### config.mk
export PLATFORM = sky130hd
export DESIGN_NAME = ctrl_pipe_flat
export DESIGN_NICKNAME = d
export VERILOG_FILES = /design/src/rtl/ctrl_pipe_if.sv /design/src/rtl/ctrl_pipe.sv /design/src/flat_wrapper.sv
export SDC_FILE = /design/constraint.sdc
export NUM_CORES = 1
export LEC_CHECK = 0
export ABC_AREA = 1
export CORE_MARGIN = 5
export CORE_UTILIZATION = 40
export CTS_CLUSTER_DIAMETER = 200
export DETAILED_ROUTE_END_ITERATION = 8
export GPL_TIMING_DRIVEN = 0
export PLACE_DENSITY = 0.72
export SKIP_CTS_REPAIR_TIMING = 1
export SLEW_MARGIN = 5
export SYNTH_ARGS = -nofsm -noshare
export SYNTH_HDL_FRONTEND = slang
export SYNTH_SLANG_ARGS = --single-unit
### constraint.sdc
create_clock -name clk -period 1.65 [get_ports clk]
set_clock_uncertainty 0.05 [all_clocks]
set_input_delay 0.33 -clock clk [delete_from_list [all_inputs] [get_ports clk]]
set_output_delay 0.33 -clock clk [all_outputs]
set_load 0.005 [all_outputs]
### src/rtl/ctrl_pipe_if.sv
// Control-pipe bundle: decode-side inputs, per-stage controls and per-stage state readback.
// Latency: none, signal grouping only.
// Backpressure: carried by stall, one bit per stage; there is no ready/valid return path.
interface ctrl_pipe_if #(
  parameter int W      = 16,
  parameter int STAGES = 3,
  parameter int CW     = 16
);
  logic                   in_valid;
  logic [W-1:0]           in_word;
  logic [STAGES-1:0]      stall;
  logic [STAGES-1:0]      flush;
  logic [STAGES-2:0]      kill;
  logic [STAGES-1:0]      out_valid;
  logic [STAGES*W-1:0]    out_word;
  logic                   stall_err;
  logic [CW-1:0]          bubble_cnt;

  // Upstream side: decoder and hazard unit drive controls and observe stage state.
  modport master (
    output in_valid, in_word, stall, flush, kill,
    input  out_valid, out_word, stall_err, bubble_cnt
  );

  // Pipe side: consumes controls and publishes registered stage state.
  modport slave (
    input  in_valid, in_word, stall, flush, kill,
    output out_valid, out_word, stall_err, bubble_cnt
  );
endinterface

### src/rtl/ctrl_pipe.sv
// Carries decoded control words through STAGES registers with per-stage stall/flush and boundary kill masking.
// Latency: a word accepted at edge n sits in stage k after edge n+k when nothing stalls.
// Backpressure: stall[i] holds stage i; the stage below a held one takes a bubble; a stalled stage 0 relies on decode holding in_word.
module ctrl_pipe #(
  parameter int           W         = 16,
  parameter int           STAGES    = 3,
  parameter logic [W-1:0] KILL_MASK = W'(1),
  parameter int           CW        = 16
) (
  input logic        clk,
  input logic        rst,
  ctrl_pipe_if.slave bus
);

  logic [STAGES-1:0]        validQ;
  logic [STAGES-1:0]        validD;
  logic [STAGES-1:0][W-1:0] wordQ;
  logic [STAGES-1:0][W-1:0] wordD;
  logic                     stallErrQ;
  logic                     stallViol;
  logic [CW-1:0]            bubbleCntQ;

  // Next state per stage: flush beats stall, stall beats bubble insertion, otherwise load from the stage above.
  always_comb begin
    validD = validQ;
    wordD  = wordQ;

    if (bus.flush[0]) begin
      validD[0] = 1'b0;
      wordD[0]  = '0;
    end else if (!bus.stall[0]) begin
      validD[0] = bus.in_valid;
      wordD[0]  = bus.in_word;
    end

    for (int i = 1; i < STAGES; i++) begin
      if (bus.flush[i]) begin
        validD[i] = 1'b0;
        wordD[i]  = '0;
      end else if (!bus.stall[i]) begin
        if (bus.stall[i-1]) begin
          // Upstream is held, so nothing crosses this boundary this cycle.
          validD[i] = 1'b0;
          wordD[i]  = '0;
        end else begin
          // Kill only touches the word actually crossing the boundary.
          validD[i] = validQ[i-1];
          wordD[i]  = wordQ[i-1] & ~(bus.kill[i-1] ? KILL_MASK : '0);
        end
      end
    end

    // A bubble never carries stale control bits into the datapath.
    for (int i = 0; i < STAGES; i++) begin
      if (!validD[i]) begin
        wordD[i] = '0;
      end
    end
  end

  // A held stage whose upstream neighbour keeps moving would be overwritten: flag it.
  always_comb begin
    stallViol = 1'b0;
    for (int i = 1; i < STAGES; i++) begin
      if (bus.stall[i] && !bus.stall[i-1] && !bus.flush[i-1]) begin
        stallViol = 1'b1;
      end
    end
  end

  // Stage registers, sticky ordering flag and saturating last-stage bubble counter.
  always_ff @(posedge clk) begin
    if (!rst) begin
      validQ     <= '0;
      wordQ      <= '0;
      stallErrQ  <= 1'b0;
      bubbleCntQ <= '0;
    end else begin
      validQ    <= validD;
      wordQ     <= wordD;
      stallErrQ <= stallErrQ | stallViol;
      if (!validQ[STAGES-1] && (bubbleCntQ != {CW{1'b1}})) begin
        bubbleCntQ <= bubbleCntQ + CW'(1);
      end
    end
  end

  assign bus.out_valid  = validQ;
  assign bus.out_word   = wordQ;
  assign bus.stall_err  = stallErrQ;
  assign bus.bubble_cnt = bubbleCntQ;

endmodule

### src/flat_wrapper.sv
// flat-port wrapper written by rule: the top's interface ports become plain ports
module ctrl_pipe_flat 
#(
  parameter int           W         = 16,
  parameter int           STAGES    = 3,
  parameter logic [W-1:0] KILL_MASK = W'(1),
  parameter int           CW        = 16
)
  (clk, rst, bus_in_valid, bus_in_word, bus_stall, bus_flush, bus_kill, bus_out_valid, bus_out_word, bus_stall_err, bus_bubble_cnt);
  ctrl_pipe_if #(.W(W), .STAGES(STAGES), .CW(CW)) bus_i ();
  input logic clk;
  input logic rst;
  input wire logic [$bits(bus_i.in_valid)-1:0] bus_in_valid;
  input wire logic [$bits(bus_i.in_word)-1:0] bus_in_word;
  input wire logic [$bits(bus_i.stall)-1:0] bus_stall;
  input wire logic [$bits(bus_i.flush)-1:0] bus_flush;
  input wire logic [$bits(bus_i.kill)-1:0] bus_kill;
  output wire logic [$bits(bus_i.out_valid)-1:0] bus_out_valid;
  output wire logic [$bits(bus_i.out_word)-1:0] bus_out_word;
  output wire logic [$bits(bus_i.stall_err)-1:0] bus_stall_err;
  output wire logic [$bits(bus_i.bubble_cnt)-1:0] bus_bubble_cnt;
  assign bus_i.in_valid = bus_in_valid;
  assign bus_i.in_word = bus_in_word;
  assign bus_i.stall = bus_stall;
  assign bus_i.flush = bus_flush;
  assign bus_i.kill = bus_kill;
  assign bus_out_valid = bus_i.out_valid;
  assign bus_out_word = bus_i.out_word;
  assign bus_stall_err = bus_i.stall_err;
  assign bus_bubble_cnt = bus_i.bubble_cnt;
  ctrl_pipe #(.W(W), .STAGES(STAGES), .KILL_MASK(KILL_MASK), .CW(CW)) u_core (.clk(clk), .rst(rst), .bus(bus_i));
endmodule
Yosys cells after proc, flatten, opt, wreduce, memory -nomap -nowiden
Index checks and enable logic that the tools add are counted.
W data, S select, Z words.
{"block": "totals", "regBits": 68, "latchBits": 0, "ram_bits": 0, "rom_bits": 0, "input_bits": 27, "output_inout_bits": 68, "wordCells": 44, "n_memories": 0}
{"block": "op_classes", "addsub": 1, "n_mul": 0, "n_div": 0, "magnitude_cmp": 0, "eq_ne": 1, "n_shift": 0, "muxes": 14, "bitwise_logic": 9, "reduce_logical": 13}
{"operator": "$and A16 B16 Y16", "n": 2}
{"operator": "$mux W16", "n": 2}
{"operator": "$not A16 Y16", "n": 2}
{"operator": "$add A16 B1 Y16 const B", "n": 1}
{"operator": "$ne A16 B16 Y1 const B", "n": 1}
{"operator": "$mux W1", "n": 12}
{"operator": "$reduce_or A3 Y1", "n": 3}
{"operator": "$logic_and A1 B1 Y1", "n": 5}
{"operator": "$logic_not A1 Y1", "n": 5}
{"operator": "$not A1 Y1", "n": 4}
{"operator": "$or A1 B1 Y1", "n": 1}

Logic depth before layout (Yosys ltp)
Gate-level depths: netlist (run 1).
{"block": "depth", "ltp_word": 6, "mapped_depth": 9, "ltp_nobuf": 9}

Worst setup path before layout (run 1)
Ideal clock, no wire load.
{"block": "synth_timing", "kind": "register to register", "from": "register u_core.bubbleCntQ[0], in the netlist u_core.bus.bubble_cnt[0]", "to": "register u_core.bubbleCntQ[14], in the netlist u_core.bus.bubble_cnt[14]", "setup_ns": 0.115, "arrival_time_ns": 1.309, "required_ns": 1.485, "slack_ns": 0.176, "stages_incl_launch_ff": 9, "path_buffers": 0, "period_less_slack_ns": 1.474, "cell_sequence": "dfxtp_1 > ha_1 > nand3_1 > nor2_1 > nand2_1 > nor2_1 > nand3_1 > nand2_1 > nor2_1"}
{"block": "synth_via", "elab_chain_cells": 2, "elab_cells_between_ends": 3, "cone_classes": "add/sub: 1; eq/ne: 1; reduce/logical: 1"}
{"element": "start, declared", "line": "ctrl_pipe.sv:21", "rtl": "logic [CW-1:0] bubbleCntQ;"}
{"element": "start signal, assigned", "line": "ctrl_pipe.sv:83", "rtl": "bubbleCntQ <= bubbleCntQ + CW'(1);"}
{"element": "branches (longest 2 deep; another with $add A16 B1 Y16)"}
Several ways; the timed one is not identified.
A chain may end at the register's enable or synchronous reset.

Final worst setup path (run 1)
{"block": "layout_timing", "from": "register u_core.wordQ (netlist bit u_core.bus.out_word[7])", "to": "output port bus_out_word[7]"}
{"element": "start, declared", "line": "ctrl_pipe.sv:17", "rtl": "logic [STAGES-1:0][W-1:0] wordQ;"}
{"element": "start signal, assigned", "line": "ctrl_pipe.sv:80", "rtl": "wordQ <= wordD;"}
{"element": "end, declared", "line": "flat_wrapper.sv:19", "rtl": "output wire logic [$bits(bus_i.out_word)-1:0] bus_out_word;"}
No word-level cell between the ends.

==> run metrics, run 1 <==
gr ovfl total=0; Worst VDD drop=0.601 mV; Placed Instances=549; I/O Buffers=94; Die W=93.4 um; RD Place Congestion=0.911; share of layout cells above drive strength 1=18.4%; sequential power share=46.2%; r2r setup slk=0.14 ns; area share of the largest cell type after synthesis=48.9%; status=complete, no violations; total power=3.61 mW; sequential area share after synthesis=48.9%; Avg Synthesized Cell Area=7.75 um^2; CP Launch Type=flip-flop; Rows=30; pwr dens=849 mW/mm^2; Reg clk slew, reported paths=0.08 ns; Layout Nets=497; initial antenna violation count=0; largest area contributor in the netlist=dfxtp_1; Vias=2761; Routed WL per cell=13.6 um; DRC viols=0; area of the die=0.00872 mm^2; number of global-route vias before repair=2671; f_max=614 MHz; Detail Route Antenna Nets=0; crit end category=primary output; Initial DRC Count=158; crit-path cells=clkdlybuf4s50_1; crit-path leading delay family=buffers and inverters; Final setup violation count=0; via/cell ratio=4.84; H-Tree Depth=3; fillers=593; Slew Limit Headroom=67.2%; CTS tree=yes; count of different cell masters after synthesis=30; clock share of power=46.9%; Min Hold Slack=0.431 ns; critical path type=flip-flop to primary output; die height=93.4 um; max-cap violation count=0; final std cells w/o fill=570; drt total wl=7770 um; Critical Path RT=1.27 ns; Tightest Pin Transition=0.492 ns; Crit path arrival time=1.25 ns; synthesized area=0.00278 mm^2; slowest stage cell, crit path=clkdlybuf4s50_1; Switching Fraction=22.6%; first-pass GRT wire length=12500 um; worst min path class=flip-flop to flip-flop; CTS sink count=68; Buffers & Inverters on Critical Path=1; final hold vios=0; combinational share of power=6.9%; clock buffer depth=2; Diodes inserted=0; largest net degree at the start of global routing=14; Leak=1.67 nW; Int Pwr=2.80 mW; Area Overhead vs Synth=52.8%; minimum clock period=1.63 ns; clk_lat worst skew=0.35 ns; Final Max Tran Viols=0; syn_nets=387; GRT Util Overall=18.2%; crit-path max FO=3; YS warnings=0; Gate Count Post-Synth=359; Slowest Stage Delay on Critical Path=0.52 ns; synth top area cells=dfxtp_1 (49%), nand2_1 (11%), nor2_1 (8.8%); P_sw=0.814 mW; DRT Pass-1 Iters=4; I/O pin total=95; Initial Utilization=41.0%; Final HPWL DP=5750 um; crit share post-route=98.7%; CTS buffer count=9; clock root cell=clkbuf_8; core area=0.00679 mm^2; register bit total from synthesis=68
==> layout by cell type, fill, tap and decap left out, types with 2 or more instances in the layout <==
cell type,synthesis,final
clkdlybuf4s50_1,0,85
nand2_1,84,84
nor2_1,65,64
dfxtp_2,0,31
a22oi_1,30,30
a21oi_1,29,29
dfxtp_1,68,27
inv_1,22,22
nand3_1,11,11
dfxtp_4,0,10
clkbuf_8,0,9
dlymetal6s2s_1,0,9
buf_4,1,6
clkbuf_1,5,5
o21ai_0,4,4
nand4_1,4,4
nor2_4,2,3
buf_2,5,3
inv_2,3,3
nor3_1,3,3
nor2_2,3,3
xnor2_1,3,3
bufinv_16,0,3
clkbuf_4,0,2
a32oi_1,2,2
nand2_2,2,2
buf_6,2,2
xor2_1,2,2
clkinv_4,0,2
==> cell families after synthesis <==
family,after synthesis,synth area share [%]
flops,68,48.9
buf+inv,39,6.16
compound gates,68,15.7
xor+xnor,5,1.57
simple gates,178,27.2
fa+ha+maj,1,0.450
==> stage by stage <==
stage / worst slack, ns / cell area, um^2 / TNS (ns) / utilization [%]
after floorplan: 0.176 / 2780 / 0 / -
after global placement: -0.275 / 3840 / -8.79 / 56.6
after detailed placement: -0.323 / 3840 / -10.13 / 56.6
after CTS: -0.103 / 4090 / -1.06 / 60.2
after global routing: -0.00373 / 4250 / -0.00427 / 62.6
final: 0.0215 / 4250 / 0 / 62.6
==> worst paths after layout <==
kind                                                            start                                    end  depth (start not counted)
worst max-delay path              u_core.bus.out_word[7]$_SDFFE_PP0N_                        bus_out_word[7]                          1
worst min-delay path              u_core.bus.out_word[9]$_SDFFE_PP0N_    u_core.bus.out_word[9]$_SDFFE_PP0N_                          2
worst max register to register  u_core.bus.bubble_cnt[0]$_SDFFE_PN0P_  u_core.bus.bubble_cnt[6]$_SDFFE_PN0P_                          7
worst min register to register    u_core.bus.out_word[9]$_SDFFE_PP0N_    u_core.bus.out_word[9]$_SDFFE_PP0N_                          2
==> cells in the mapped netlist (all sizes together) <==
cell type	count
o21ai	4
buf	8
a21oi	29
o31ai	1
nand2	88
clkbuf	5
clkinv	1
nor3b	1
xnor2	3
nand4	4
inv	25
nor3	3
a32oi	2
ha	1
nand3	12
a22oi	30
nor2	70
dfxtp	68
o21a	1
a211oi	1
xor2	2
==> flip-flops by register name (all words and copies together) (netlist names) <==
signal,flops
u_core.bus.bubble_cnt,16
u_core.bus.out_valid,3
u_core.bus.out_word,48
u_core.bus.stall_err,1
==> final cells by class <==
class	instances	area [um^2]	share of cell area [%]
buffer	13	78.8	1.85
multi-input combinational	252	1270	29.9
clock inverter	7	124	2.91
timing repair buffer	99	1000	23.5
sequential	68	1440	33.8
tap	96	120	2.82
clock buffer	9	124	2.91
inverter	26	97.6	2.29
==> power by group through the flow <==
| stage | Sequential [mW] | Combinational, mW | Clock (mW) |
|---|---|---|---|
| 2_1_floorplan | 1.71 | 0.103 | 0 |
| 3_3_place_gp | 1.72 | 0.229 | 0 |
| 3_5_place_dp | 1.72 | 0.232 | 0 |
| 4_1_cts | 1.68 | 0.233 | 1.72 |
| 5_1_grt | 1.67 | 0.275 | 1.79 |
| 6_report | 1.67 | 0.249 | 1.69 |
==> layer usage <==
metal	up-vias	GRT usage, %	wire [um]
met4	0	9.28	111
li1	1405	-	-
met1	1265	21.0	3160
met3	10	5.55	561
met2	81	30.1	3940
met5	-	0	0
(Power assumes the default switching activity.)
==> run 2: changes to the inputs <==
--- a/config.mk
+++ b/config.mk
@@ -13,7 +13,7 @@
 export GPL_TIMING_DRIVEN = 0
 export PLACE_DENSITY = 0.72
 export SKIP_CTS_REPAIR_TIMING = 1
-export SLEW_MARGIN = 5
+export SLEW_MARGIN = 40
 export SYNTH_ARGS = -nofsm -noshare
 export SYNTH_HDL_FRONTEND = slang
 export SYNTH_SLANG_ARGS = --single-unit
==> results of run 2 <==
Same layout as run 1: the final DEF is identical, and so are final timing and power.
